===== config.mk =====
export PLATFORM = sky130hd
export DESIGN_NAME = config_frame_loader
export DESIGN_NICKNAME = d
export VERILOG_FILES = /design/src/rtl/config_frame_loader.sv
export SDC_FILE = /design/constraint.sdc
export NUM_CORES = 1
export LEC_CHECK = 0
export ABC_AREA = 1
export CORE_AREA = 2 2 343 345
export CTS_CLUSTER_DIAMETER = 60
export CTS_CLUSTER_SIZE = 24
export DETAILED_ROUTE_END_ITERATION = 7
export DIE_AREA = 0 0 345 347
export PLACE_DENSITY = 0.56
export SYNTH_ARGS = -nofsm -noshare
export SYNTH_HDL_FRONTEND = slang
export SYNTH_SLANG_ARGS = --single-unit

===== constraint.sdc =====
create_clock -name CLK -period 4.99 [get_ports CLK]
set_clock_uncertainty 0.2 [all_clocks]
set_input_delay 0.998 -clock CLK [delete_from_list [all_inputs] [get_ports CLK]]
set_output_delay 0.998 -clock CLK [all_outputs]
set_load 0.01 [all_outputs]

===== src/rtl/config_frame_loader.sv =====
// config_frame_loader
//   Frame-based configuration writer. Locks onto a sync word, parses a frame
//   header (col/frame), collects one 32-bit word per tile row into FrameData,
//   then pulses one FrameStrobe bit for a single cycle to load the tile
//   frame latches.
//
//   Optional: define CONFIG_FRAME_LOADER_CRC_EN to require a trailing check
//   word (XOR of header and all data words) before the strobe fires.
//
// Ports
//   CLK          configuration clock, rising edge
//   resetn       async active-low reset
//   WriteData    bitstream word
//   WriteStrobe  WriteData valid (always accepted)
//   FrameData    assembled frame, row r at [32r+31:32r]
//   FrameStrobe  one-hot latch pulse, bit = col*MaxFramesPerCol+frame
//   Active       high while synced (state != IDLE)
//   Error        sticky protocol error, cleared by the next sync word

// One row slot of the frame data register.
module frame_row_slot (
  input  logic        CLK,
  input  logic        resetn,
  input  logic        we,
  input  logic [31:0] d,
  output logic [31:0] q
);
  always_ff @(posedge CLK or negedge resetn)
    if (!resetn)  q <= '0;
    else if (we)  q <= d;
endmodule

module config_frame_loader #(
  parameter int          NumberOfRows    = 16,
  parameter int          NumberOfCols    = 16,
  parameter int          MaxFramesPerCol = 20,
  parameter logic [31:0] SyncWord        = 32'hFAB0FAB1
) (
  input  logic                                    CLK,
  input  logic                                    resetn,
  input  logic [31:0]                             WriteData,
  input  logic                                    WriteStrobe,
  output logic [32*NumberOfRows-1:0]              FrameData,
  output logic [NumberOfCols*MaxFramesPerCol-1:0] FrameStrobe,
  output logic                                    Active,
  output logic                                    Error
);
  localparam int NumStrobes = NumberOfCols * MaxFramesPerCol;
  localparam int RW = (NumberOfRows > 1) ? $clog2(NumberOfRows) : 1;
  localparam int IW = (NumStrobes > 1) ? $clog2(NumStrobes) : 1;

`ifdef CONFIG_FRAME_LOADER_CRC_EN
  typedef enum logic [1:0] {IDLE, HDR, DATA, CHK} state_t;
`else
  typedef enum logic [1:0] {IDLE, HDR, DATA} state_t;
`endif

  state_t state, next_state;

  logic [RW-1:0] row_cnt;
  logic [7:0]    col_q, frame_q;
  logic          hdr_load, row_wr, fire, set_err, clr_err;
  logic          hdr_ok, last_row;
  logic [IW-1:0]         strobe_idx;
  logic [NumStrobes-1:0] strobe_vec;

`ifdef CONFIG_FRAME_LOADER_CRC_EN
  logic [31:0] crc_q;
`endif

  assign hdr_ok   = WriteData[31]
                  && (32'(WriteData[15:8]) < NumberOfCols)
                  && (32'(WriteData[7:0])  < MaxFramesPerCol);
  assign last_row = (row_cnt == RW'(NumberOfRows - 1));
  assign Active   = (state != IDLE);

  // ---------------- FSM ----------------
  always_ff @(posedge CLK or negedge resetn)
    if (!resetn) state <= IDLE;
    else         state <= next_state;

  always_comb begin
    next_state = state;
    hdr_load   = 1'b0;
    row_wr     = 1'b0;
    fire       = 1'b0;
    set_err    = 1'b0;
    clr_err    = 1'b0;
    if (WriteStrobe) begin
      case (state)
        IDLE: if (WriteData == SyncWord) begin
          next_state = HDR;
          clr_err    = 1'b1;
        end
        HDR: begin
          if (WriteData == '0)            next_state = IDLE;
          else if (WriteData == SyncWord) next_state = HDR;
          else if (hdr_ok) begin
            hdr_load   = 1'b1;
            next_state = DATA;
          end else begin
            set_err    = 1'b1;
            next_state = IDLE;
          end
        end
        DATA: begin
          // Sync word is plain data here; no mid-frame resync.
          row_wr = 1'b1;
          if (last_row) begin
`ifdef CONFIG_FRAME_LOADER_CRC_EN
            next_state = CHK;
`else
            fire       = 1'b1;
            next_state = HDR;
`endif
          end
        end
`ifdef CONFIG_FRAME_LOADER_CRC_EN
        CHK: begin
          if (WriteData == crc_q) begin
            fire       = 1'b1;
            next_state = HDR;
          end else begin
            set_err    = 1'b1;
            next_state = IDLE;
          end
        end
`endif
        default: next_state = IDLE;
      endcase
    end
  end

  // ---------------- strobe decode ----------------
  assign strobe_idx = IW'(col_q) * IW'(MaxFramesPerCol) + IW'(frame_q);

  always_comb begin
    strobe_vec             = '0;
    strobe_vec[strobe_idx] = 1'b1;
  end

  // ---------------- control datapath ----------------
  always_ff @(posedge CLK or negedge resetn) begin
    if (!resetn) begin
      row_cnt     <= '0;
      col_q       <= '0;
      frame_q     <= '0;
      Error       <= 1'b0;
      FrameStrobe <= '0;
`ifdef CONFIG_FRAME_LOADER_CRC_EN
      crc_q       <= '0;
`endif
    end else begin
      // Registered decode gives the one-cycle strobe latency and self-clear.
      FrameStrobe <= fire ? strobe_vec : '0;
      if (clr_err)      Error <= 1'b0;
      else if (set_err) Error <= 1'b1;
      if (hdr_load) begin
        col_q   <= WriteData[15:8];
        frame_q <= WriteData[7:0];
        row_cnt <= '0;
`ifdef CONFIG_FRAME_LOADER_CRC_EN
        crc_q   <= WriteData;
`endif
      end
      if (row_wr) begin
        row_cnt <= last_row ? '0 : row_cnt + 1'b1;
`ifdef CONFIG_FRAME_LOADER_CRC_EN
        crc_q   <= crc_q ^ WriteData;
`endif
      end
    end
  end

  // ---------------- frame data rows ----------------
  genvar r;
  generate
    for (r = 0; r < NumberOfRows; r++) begin : g_row
      frame_row_slot u_slot (
        .CLK    (CLK),
        .resetn (resetn),
        .we     (row_wr && (row_cnt == RW'(r))),
        .d      (WriteData),
        .q      (FrameData[32*r +: 32])
      );
    end
  endgenerate

endmodule


Word-level counts from Yosys, hierarchy flattened. Cells that the tools add are included.

Register bits: 855. Input port bits: 35.

Add/subtract/negate cells: 2. $mul: 1. $lt $le $gt $ge: 4. Eq/ne operators: 20. Multiplexer cells: 32. Reductions and logical operators: 26.

Operators by type and width (count): $mux W320 (1); $eq A32 B32 Y1 const B (1); $eq A4 B4 Y1 const B (8); $logic_not A32 Y1 (1); $mux W1 (21); $logic_and A1 B1 Y1 (19); $eq A4 B3 Y1 const B (4); $lt A8 B5 Y1 const B (2); $mux W4 (3); $lt A9 B10 Y1 const B (1); $mux W2 (5); $add A9 B8 Y9 (1); $demux W1 S9 (1); $ge A9 B1 Y1 const B (1); $eq A4 B2 Y1 const B (2); $mul A8 B3 Y7 const B (1); $pmux W2 S3 (1); $reduce_bool A2 Y1 (3); $add A4 B1 Y4 const B (1); $eq A4 B1 Y1 const B (1); $logic_not A4 Y1 (1); $ne A2 B2 Y1 const B (2); $reduce_and A3 Y1 (1); $eq A2 B1 Y1 const B (1); 2 further kinds (2).

Logic depth before layout (Yosys ltp). Gate-level depths: netlist (run 1).

Depth after elaboration: 10. Gate-level depth with buffers: 16. Depth with buffers taken out: 14.

Cells and area by module. A second synthesis (run 1) with hierarchy kept.

Cells, all modules: 3198. Area total of the unflattened synthesis: 32721.4 um2.

By module, submodules not included: frame_row_slot (instances 16, cells each 136, area each 1292.5 um2); config_frame_loader (instances 1, cells each 1022, area each 12041.5 um2).

Least setup slack after synthesis (run 1). Ideal clock, no wire load.

Path kind: register to register. Start: reg col_q[1]. End: reg FrameStrobe[135]. Setup time: 73 ps. Arrival: 3067 ps. Path slack: 1650 ps. Stages on the path, launching flop included: 15. Path buffers: 2. Cells stage by stage: dfrtp_1 > ha_1 > ha_1 > fa_1 > xor2_1 > ha_1 > a21oi_1 > nand2_1 > nor2_1 > nand3_1 > nand2_4 > buf_8 > nand4_4 > buf_6 > nor2_1.

Word-level cells in the longest chain between the ends: 7.

RTL lines: from (decl) (line 61) `logic [7:0] col_q, frame_q;`; from (signal assigned) (line 159) `col_q <= WriteData[15:8];`; $mul A8 B3 Y7 * (line 135) `assign strobe_idx = IW'(col_q) * IW'(MaxFramesPerCol) + IW'(frame_q);`; $add A9 B8 Y9 * (line 135); $lt A9 B10 Y1 (implied by the code) / $ge A9 B1 Y1 (equally long branches) (line 139) `strobe_vec[strobe_idx] = 1'b1;`; $logic_and A1 B1 Y1 (implied by the code) (line 139); $mux W1 (implied by the code) (line 139); $demux W1 S9 * (line 139); $mux W320 * (line 155) `FrameStrobe <= fire ? strobe_vec : '0;`; to (signal assigned) (line 155); to (decl) (line 44) `output logic [NumberOfCols*MaxFramesPerCol-1:0] FrameStrobe,`.

Every way passes the cells marked *; elsewhere a longest branch is shown, timed or not. A chain may end at the register's enable or synchronous reset.

Worst setup path in the final report (run 1).
Start: reg col_q[1]. End: reg FrameStrobe[313].

The elaborated chain is that of the path after synthesis.

==> run metrics, run 1 <==
final core utilization=37.3%; critical path type=flip-flop to flip-flop; setup TNS=0 ns; layout filler cell count=11.5k; RSZ-0062 raised after global routing=no; footprint of the multi-input gates=7540 um2; die extent in x=345 um; die area=120,000 um2; first-pass GRT wire length=168,000 um; worst-margin pin slew=1.17 ns; sequential share of power=49.9%; final hold viol count=0; share of layout cells above drive strength 1=8.66%; Slew Limit Fails=0; minimum clock period=3.89 ns; count leader, synth=dfrtp_1; Synth Area per Inst=11.1 um2; cts repair resizes=0; DR WL met2=56,300 um; hold_buf cts=0; synth cell count leaders=854 x dfrtp_1, 466 x nor2_1, 457 x nand2_1, 363 x o21ai_0, 163 x a21oi_1; dominant cells by area after synthesis=dfrtp_1 71%, o21ai_0 6.1%, nor2_1 5.8%; core area=116,000 um2; power density cells=326 nW/um2; crit end category=flip-flop; #FFs+latches synth=854; Die Y=347 um; Clk Latency, worst-skew pair=0.68 ns; cell chain of the critical path=ha_1 -> ha_1 -> fa_1 -> ha_1 -> nand2_1 -> inv_1 -> nand3_1 -> nand4_1 -> nand2_4 -> nor2_8 -> nand3_4 -> nor2_1; post-DP HPWL=80,300 um; CTS root buf=clkbuf_16; Worst R2R Path Depth=12; FFs w/ async S/R, synth=100%; fmax=257 MHz; via/cell ratio=4.37; CP Max Fanout=16; Final #Nets=3,594; Peak supply drop=0.280 mV; DRT Pass-1 Iters=5; r2r startpoint=col_q[1]$_DFFE_PN0P_; Final Cycle Share=78.0%; num ports=869; clock power share=45.7%; GR Overflow Total=0; Antenna Nets Post-Route=0; Arr. time, crit path=4.21 ns; Residual DRC=0; CP most frequent cell=ha_1; final setup vio count=0; final WL=117,000 um; post-synth top area share=71.2%; number of synthesized flops with an enable pin=0; Sw Pwr=3.64 mW; Hold Crit Class=input port to asynchronous set/reset pin; Initial Util=25.9%; clk sink count=854; clk slew on worst S/H paths=0.08 ns; antenna violations before repair=11; max-cap violation count=0; CTS Buffer Depth=3; R2R setup slack=1.10 ns; Buffers on Ports=868; Critical-path top delay cell=ha_1; Rel. slew slack=21.8%; RR Endpoint=FrameStrobe[313]$_DFF_PN0_; largest net degree at the start of global routing=108; cell count after synthesis=2,714; CTS tree=done; Via Count=22.4k; met1 wire length=44,900 um; post-synthesis cell type count=32; FF/Latch Area=21,400 um2; Syn Nets=2,768; post-CTS setup repair buffer count=0; Placer Congestion=0.831; Top Layer Used=met5; Area growth, synth to finish=44.1%; Comb pwr share=4.4%; CP startpoint kind=flip-flop; Internal=10.4 mW; status=complete, no violations; Post-Syn Area=30,000 um2; CP Buf/Inv Count=1; Data required, critical path=5.30 ns; met3 wire length=11,900 um; Ys Warns=0; cell taking the most area after synthesis=dfrtp_1; CTS H-tree depth=3; Crit path max-delay family=simple AND/OR/NAND/NOR gates; slowest stage delay, CP=0.49 ns; post-synthesis sequential area ratio=71.2%; row cnt=125; top_reg_cell synth=dfrtp_1; DR WL/cell=22.9 um; CTS buffer count=76; DRT iter0 DRCs=1,554; number of global-route vias before repair=22.8k; Sw Ratio=25.9%; leakage=18.8 nW; Total GRT Usage=19.3%
[metrics by stage]
step                      hold slack (ns)  setup WS, ns  power, mW  cell area (um2)  std cells
after global routing                0.183         0.869       14.6            43200       5125
after CTS                           0.172         0.993       14.2            43200       5125
after global placement              0.259         0.990       7.79            40400       4986
final                               0.144          1.10       14.1            43200       5132
after floorplan                     0.240          1.65       7.29            30000       2714
after detailed placement            0.267         0.968       7.79            40400       4986
[logic make-up after synthesis]
kind of cell | count (synthesis) | share of synthesized area, %
AOI/OAI and AO/OA | 527 | 8.84
xor gates and xnor gates | 5 | 0.209
adders and majority gates | 19 | 0.843
buffers and inverters | 262 | 3.79
DFF | 854 | 71.2
and+or+nand+nor | 1047 | 15.1
[state kept, by name (all words and copies together) (netlist names)]
register	flops
state	2
col_q	7
FrameStrobe	320
row_cnt	4
frame_q	8
Error	1
g_row.u_slot.q	512
[layout make-up]
type                    instances  area share, %
inverters                      76          0.660
diodes                          7         0.0405
repair buffers                934           21.5
multi-input cells            1598           17.4
clock inverters                59           1.96
well taps                    1524           4.41
clock buffers                  80           4.50
flip-flops and latches        854           49.4
[worst register-to-register path: stages, from the launching register on]
cell	delay, ns
dfrtp_1	0.43
ha_1	0.31
ha_1	0.24
fa_1	0.44
ha_1	0.49
nand2_1	0.10
inv_1	0.08
nand3_1	0.09
nand4_1	0.13
nand2_4	0.20
nor2_8	0.33
nand3_4	0.26
nor2_1	0.45
[cell usage in the layout, fill, tap and decap left out, types with 3 or more instances in the layout]
master and n:
inv_2 12, nand3_1 26, diode_2 7, clkbuf_16 76, clkinv_8 10, nand2_2 13
nand4_4 12, nand3_4 8, ha_1 17, nor2_2 50, nor3_1 11, clkdlybuf4s50_1 867
nand2_1 446, nand4_1 3, o21ai_0 363, buf_12 9, clkinv_16 6, inv_12 4
inv_16 3, a21oi_1 163, clkinvlp_4 4, nor2_1 466, buf_4 57, dfrtp_1 854
clkbuf_8 3, inv_6 10, inv_8 7, nor3_4 5, clkinv_4 9, inv_1 63
xor2_1 3, bufinv_16 3, clkinv_2 3
[power groups by stage]
stage / logic (mW) / registers (mW) / clock network [mW]
5_1_grt: 0.674 / 7.03 / 6.87
4_1_cts: 0.634 / 7.02 / 6.60
2_1_floorplan: 0.108 / 7.19 / 0
3_3_place_gp: 0.634 / 7.15 / 0
6_report: 0.617 / 7.02 / 6.43
3_5_place_dp: 0.632 / 7.15 / 0
[layer usage]
metal | track usage [%] | vias up
met1 | 22.2 | 11100
met2 | 31.9 | 875
met4 | 8.02 | 2
met5 | 0 | -
li1 | - | 10300
met3 | 7.82 | 176
[worst max path at each step]
stage	startpoint	end	slack, ns	cells past startpoint
2_1_floorplan	col_q[1]$_DFFE_PN0P_	FrameStrobe[135]$_DFF_PN0_	1.65	14
3_3_place_gp	col_q[1]$_DFFE_PN0P_	FrameStrobe[313]$_DFF_PN0_	0.99	12
3_5_place_dp	col_q[1]$_DFFE_PN0P_	FrameStrobe[310]$_DFF_PN0_	0.97	12
4_1_cts	col_q[1]$_DFFE_PN0P_	FrameStrobe[313]$_DFF_PN0_	0.99	12
5_1_grt	col_q[1]$_DFFE_PN0P_	FrameStrobe[314]$_DFF_PN0_	0.87	12
6_report	col_q[1]$_DFFE_PN0P_	FrameStrobe[313]$_DFF_PN0_	1.10	12
Note: power is estimated with default switching activity, not from simulation.
==> inputs of run 2 (changes only) <==
- CORE_AREA: 2 2 343 345 -> 2 2 338 340
- DIE_AREA: 0 0 345 347 -> 0 0 340 342
- PLACE_DENSITY: 0.56 -> 0.59
- clock period: 4.99 -> 3.39 ns (I/O delays scaled with it)
==> run metrics, run 2 (synthesized netlist as in run 1, its figures left out) <==
status=complete, no violations; commonest cells after routing, fill and taps aside=867 x clkdlybuf4s50_1, 854 x dfrtp_1, 464 x nor2_1; FF/Latch Area=21,400 um2 (unchanged); leakage=19.4 nW (+3.1%); Die Y=342 um (-1.4%); Data required, critical path=3.75 ns (-1.55 ns); clk sink count=854 (unchanged); Sw Ratio=25.7% (-0.17 points); Buffers on Ports=868 (unchanged); Worst R2R Path Depth=16 (+4); Peak supply drop=0.417 mV (+49%); worst-margin pin slew=0.769 ns (-0.400 ns); final worst slack=0.174 ns (-0.922 ns); R2R setup slack=0.17 ns (-0.92 ns); DR WL/cell=22.3 um (-2.5%); via/cell ratio=4.39 (+0.52%); final hold viol count=0 (unchanged); slowest stage delay, CP=0.41 ns (-0.08 ns); fmax=311 MHz (+21%); critical path type=flip-flop to flip-flop; RR Endpoint=FrameStrobe[186]$_DFF_PN0_; DRT iter0 DRCs=1,384 (-11%); Hold Crit Class=flip-flop to flip-flop; first-pass GRT wire length=166,000 um (-1.5%); Area growth, synth to finish=47.7%; Placer Congestion=0.814 (-2.0%); core area=113,000 um2 (-2.3%); Top reg by flops=g_row.u_slot.q; max reg flops=512 (unchanged); CTS H-tree depth=3 (unchanged); Antenna Nets Post-Route=0 (unchanged); hold depth=2; power density cells=463 nW/um2 (+42%); Initial Util=26.5% (+0.60 points); Hold Path Origin=col_q[5]$_DFFE_PN0P_; max-cap violation count=0 (unchanged); clk slew on worst S/H paths=0.07 ns (about the same); CTS buffer count=73 (-3.9%); Power, Total=20.5 mW (+46%); share of layout cells above drive strength 1=10.6% (+2.0 points); Via Count=22.8k (+1.6%); final setup vio count=0 (unchanged); crit end category=flip-flop; Slew Limit Fails=0 (unchanged); pre-CTS WS=-0.143 ns (-1.11 ns); clock power share=45.2% (-0.5 points); number of global-route vias before repair=22.9k (+0.56%); Final Cycle Share=94.9% (+17 points); row cnt=124 (-0.80%); DRT Pass-1 Iters=5 (unchanged); num ports=869 (unchanged); GR Overflow Total=0 (unchanged); Residual DRC=0 (unchanged); Clk Latency, worst-skew pair=0.66 ns (-0.02 ns); Rel. slew slack=48.7% (+27 points); antenna violations before repair=4 (-7); CP Max Fanout=8 (-8); post-DP HPWL=80,800 um (+0.67%); largest net degree at the start of global routing=92 (-15%); Critical-path top delay cell=dfrtp_1; CTS root buf=clkbuf_16; Total GRT Usage=19.5% (+0.17 points); CTS tree=done; r2r startpoint=col_q[3]$_DFFE_PN0P_; most common cell after layout, fill and taps aside=clkdlybuf4s50_1; cell chain of the critical path=ha_4 -> ha_4 -> fa_2 -> xor2_1 -> ha_1 -> nand2_2 -> inv_1 -> nand2_2 -> nand2_1 -> nor2_2 -> nand3_2 -> nand2_4 -> buf_12 -> nand4_4 -> clkbuf_16 -> nor2_1; final WL=116,000 um (-1.4%); CTS Buffer Depth=3 (unchanged); Comb pwr share=4.5% (about the same); layout filler cell count=10.8k (-5.5%); die extent in x=340 um (-1.4%); die area=116,000 um2 (-2.9%); Crit path max-delay family=adder cells; Hold Path End=col_q[5]$_DFFE_PN0P_; Internal=15.3 mW (+46%); minimum clock period=3.22 ns (-0.678 ns); Sw Pwr=5.28 mW (+45%); CP Buf/Inv Count=3 (+2); Arr. time, crit path=3.58 ns (-0.63 ns); largest registers=g_row.u_slot.q x512, FrameStrobe x320, frame_q x8; CP startpoint kind=flip-flop; footprint of the multi-input gates=7620 um2 (+1.0%); sequential share of power=50.3% (+0.4 points); Final #Nets=3,669 (+2.1%)
## run 2: how the worst max path moves through the flow
stage | startpoint | to | cells after the start
final | col_q[3]$_DFFE_PN0P_ | FrameStrobe[186]$_DFF_PN0_ | 16
after global routing | col_q[3]$_DFFE_PN0P_ | FrameStrobe[181]$_DFF_PN0_ | 16
after CTS | col_q[1]$_DFFE_PN0P_ | FrameStrobe[156]$_DFF_PN0_ | 14
after detailed placement | col_q[1]$_DFFE_PN0P_ | FrameStrobe[277]$_DFF_PN0_ | 12
after global placement | col_q[1]$_DFFE_PN0P_ | FrameStrobe[264]$_DFF_PN0_ | 12
after floorplan | col_q[1]$_DFFE_PN0P_ | FrameStrobe[135]$_DFF_PN0_ | 14
## run 2: cell type report
type / instances / area share, %
Sequential cell: 854 / 48.2
Timing Repair Buffer: 1012 / 23.6
Multi-Input combinational cell: 1598 / 17.2
Clock buffer: 81 / 4.36
Tap cell: 1512 / 4.27
Clock inverter: 53 / 1.69
Inverter: 76 / 0.644
Antenna cell: 3 / 0.0169
## run 2: power by group through the flow
stage / clock network, mW / logic [mW] / registers, mW
5_1_grt: 9.88 / 1.01 / 10.3
6_report: 9.29 / 0.915 / 10.3
3_5_place_dp: 0 / 0.941 / 10.5
4_1_cts: 9.53 / 0.945 / 10.3
2_1_floorplan: 0 / 0.159 / 10.6
3_3_place_gp: 0 / 0.939 / 10.5
## run 2: stage by stage
stage	utilization, %	TNS, ns	instance area (um2)	hold WS [ns]	std cells
6_report	39.2	0	44300	0.276	5189
5_1_grt	39.2	-0.0148	44300	0.301	5187
4_1_cts	39.0	0	44200	0.274	5181
3_5_place_dp	36.4	-9.68	41200	0.265	5027
3_3_place_gp	36.4	-10.04	41200	0.263	5027
2_1_floorplan	-	0	30000	0.182	2714
## run 2: per-layer routing
layer,vias up,track usage (%),share of wire [%]
li1,10500,-,-
met1,11300,23.7,40
met2,853,33.1,49
met3,133,6.19,8.3
met4,0,6.01,2.7
met5,-,0,0
## run 2: what timing repair did
item,CTS,global route
cloned,0,1
hold endpoints to repair,35,0
gates resized for setup,0,14
buffers inserted,19,4
hold buffers,1,0
pin swaps,3,7
setup endpoints to repair,208,296
## run 2: worst reg2reg max path: cells and delay by family (launching register included)
family	cells	cell delay, ns
xor+xnor	1	0.15
simple gates	8	0.82
fa+ha+maj	4	1.12
flops	1	0.41
buf+inv	3	0.44
==> inputs of run 3 (changes only) <==
- CORE_AREA: 2 2 338 340 -> 2 2 334 336
- CTS_BUF_LIST: unset -> sky130_fd_sc_hd__clkbuf_4 sky130_fd_sc_hd__clkbuf_8
- DIE_AREA: 0 0 340 342 -> 0 0 336 338
- PLACE_DENSITY: 0.59 -> 0.6
- SETUP_SLACK_MARGIN: unset -> 0.02
==> run metrics, run 3 (synthesized netlist as in run 1, its figures left out) <==
antenna violations before repair=4 (unchanged); Worst R2R Path Depth=13 (-3); Area growth, synth to finish=44.6%; final hold viol count=0 (unchanged); status=complete, no violations; CTS buffer count=74 (+1.4%); Arr. time, crit path=3.63 ns (+0.05 ns); leakage=19.0 nW (-2.1%); CTS root buf=clkbuf_8; pre-CTS WS=-0.0331 ns (+0.110 ns); setup TNS=0 ns (unchanged); number of global-route vias before repair=23.0k (+0.48%); sequential share of power=56.3% (+6.0 points); Rel. slew slack=47.4% (-1.2 points); clk slew on worst S/H paths=0.13 ns (+0.06 ns); Top reg by flops=g_row.u_slot.q; crit end category=flip-flop; Initial Util=27.3% (+0.73 points); RSZ-0062 raised after global routing=yes; CTS H-tree depth=3 (unchanged); max-cap violation count=0 (unchanged); Comb pwr share=5.1% (+0.6 points); hold_ws=0.275 ns (-0.00131 ns); Data required, critical path=3.79 ns (+0.04 ns); Sw Pwr=4.83 mW (-8.6%); worst-margin pin slew=0.788 ns (+0.0185 ns); die extent in x=336 um (-1.2%); Hold Crit Class=input port to asynchronous set/reset pin; max reg flops=512 (unchanged); final setup vio count=0 (unchanged); clk sink count=854 (unchanged); Buffers on Ports=868 (unchanged); most common cell after layout, fill and taps aside=clkdlybuf4s50_1; die area=114,000 um2 (-2.3%); Total GRT Usage=20.3% (+0.81 points); CP Max Fanout=16 (+8); CP startpoint kind=flip-flop; CTS tree=done; largest net degree at the start of global routing=98 (+6.5%); first-pass GRT wire length=167,000 um (+0.85%); CTS Buffer Depth=3 (unchanged); Clk Latency, worst-skew pair=0.72 ns (+0.06 ns); r2r startpoint=col_q[3]$_DFFE_PN0P_; fmax=309 MHz (-0.58%); critical path type=flip-flop to flip-flop; post-DP HPWL=81,700 um (+1.1%); commonest cells after routing, fill and taps aside=867 x clkdlybuf4s50_1, 854 x dfrtp_1, 463 x nor2_1; minimum clock period=3.23 ns (+0.0187 ns); largest registers=g_row.u_slot.q x512, FrameStrobe x320, frame_q x8; Placer Congestion=0.819 (+0.64%); Die Y=338 um (-1.2%); Slew Limit Fails=0 (unchanged); RR Endpoint=FrameStrobe[294]$_DFF_PN0_; R2R setup slack=0.16 ns (-0.02 ns); Sw Ratio=26.3% (+0.59 points); share of layout cells above drive strength 1=10.9% (+0.30 points); DR WL/cell=22.8 um (+1.9%); via/cell ratio=4.44 (+1.0%); power density cells=423 nW/um2 (-8.7%); final WL=118,000 um (+1.7%); final worst slack=0.155 ns (-0.0187 ns); core area=110,000 um2 (-2.7%); Antenna Nets Post-Route=0 (unchanged); clock power share=38.6% (-6.6 points); DRT iter0 DRCs=1,488 (+7.5%); layout filler cell count=10.6k (-2.2%); Residual DRC=0 (unchanged); Peak supply drop=0.350 mV (-16%); Via Count=23.0k (+0.81%); Internal=13.5 mW (-11%); final core utilization=39.4% (+0.23 points); DRT Pass-1 Iters=5 (unchanged); Final #Nets=3,676 (+0.19%); num ports=869 (unchanged); GR Overflow Total=0 (unchanged); Final Cycle Share=95.4% (+0.55 points); row cnt=122 (-1.6%)
==> run 3: cell types whose count changed in the layout (fill, tap and decap cells not counted), sizes merged <==
cell	change
bufinv	+3
clkbuf	+2
clkinvlp	+2
inv	+1
buf	+6
clkinv	-6
diode	+6
==> run 3: how the worst max path moves through the flow <==
stage | start | end | slack, ns | cells after the start
floorplan | col_q[1]$_DFFE_PN0P_ | FrameStrobe[135]$_DFF_PN0_ | 0.05 | 14
global placement | col_q[1]$_DFFE_PN0P_ | FrameStrobe[185]$_DFF_PN0_ | 0.004 | 15
detailed placement | col_q[3]$_DFFE_PN0P_ | FrameStrobe[278]$_DFF_PN0_ | -0.03 | 14
CTS | col_q[3]$_DFFE_PN0P_ | FrameStrobe[134]$_DFF_PN0_ | 0.03 | 16
global route | col_q[3]$_DFFE_PN0P_ | FrameStrobe[175]$_DFF_PN0_ | 0.02 | 16
finish | col_q[3]$_DFFE_PN0P_ | FrameStrobe[294]$_DFF_PN0_ | 0.16 | 13
==> run 3: worst max-delay path: stages (launching register included) <==
cell,delay [ns]
dfrtp_1,0.44
ha_4,0.26
ha_4,0.16
fa_2,0.38
xor2_1,0.15
ha_1,0.34
nand2_2,0.07
nor3_1,0.29
nor2_4,0.06
nand3_1,0.09
nand2_1,0.24
nand3_4,0.17
buf_12,0.18
nor2_1,0.06
==> run 3: metal layers <==
metal  GRT usage, %  share of wire [%]  vias to the layer above
met5              0                  0                        -
met1           24.6                 39                    11500
met2           34.0                 49                      909
li1               -                  -                    10500
met3           6.22                8.8                      162
met4           7.58                3.2                        0
==> run 3: repair_timing <==
action                     4_1_cts  5_1_grt
hold endpoints to repair        41        0
buffers inserted                17        5
hold buffers                     1        0
pin swaps                        4       12
cloned                           0        1
setup endpoints to repair      152      313
resized for setup                2       15
==> run 3: layout make-up <==
cell class	count	area (um2)	area share, %
Multi-Input combinational cell	1598	7610	17.6
Antenna cell	9	22.5	0.0519
Clock inverter	53	676	1.56
Tap cell	1488	1860	4.29
Clock buffer	83	1130	2.61
Sequential cell	854	21400	49.3
Timing Repair Buffer	1018	10400	24.0
Inverter	76	285	0.658
==> run 3: per-stage QoR <==
| step | area [um2] | total power, mW | cells |
|---|---|---|---|
| finish | 43400 | 18.3 | 5179 |
| global route | 43300 | 19.0 | 5170 |
| CTS | 43200 | 18.5 | 5164 |
| detailed placement | 41100 | 11.5 | 5010 |
| global placement | 41100 | 11.5 | 5010 |
| floorplan | 30000 | 10.7 | 2714 |
==> run 3: power groups by stage <==
stage | sequential, mW | combinational, mW | clock, mW
final | 10.3 | 0.936 | 7.07
after global routing | 10.3 | 1.02 | 7.62
after CTS | 10.3 | 0.957 | 7.24
after detailed placement | 10.5 | 0.954 | 0
after global placement | 10.5 | 0.949 | 0
after floorplan | 10.6 | 0.159 | 0
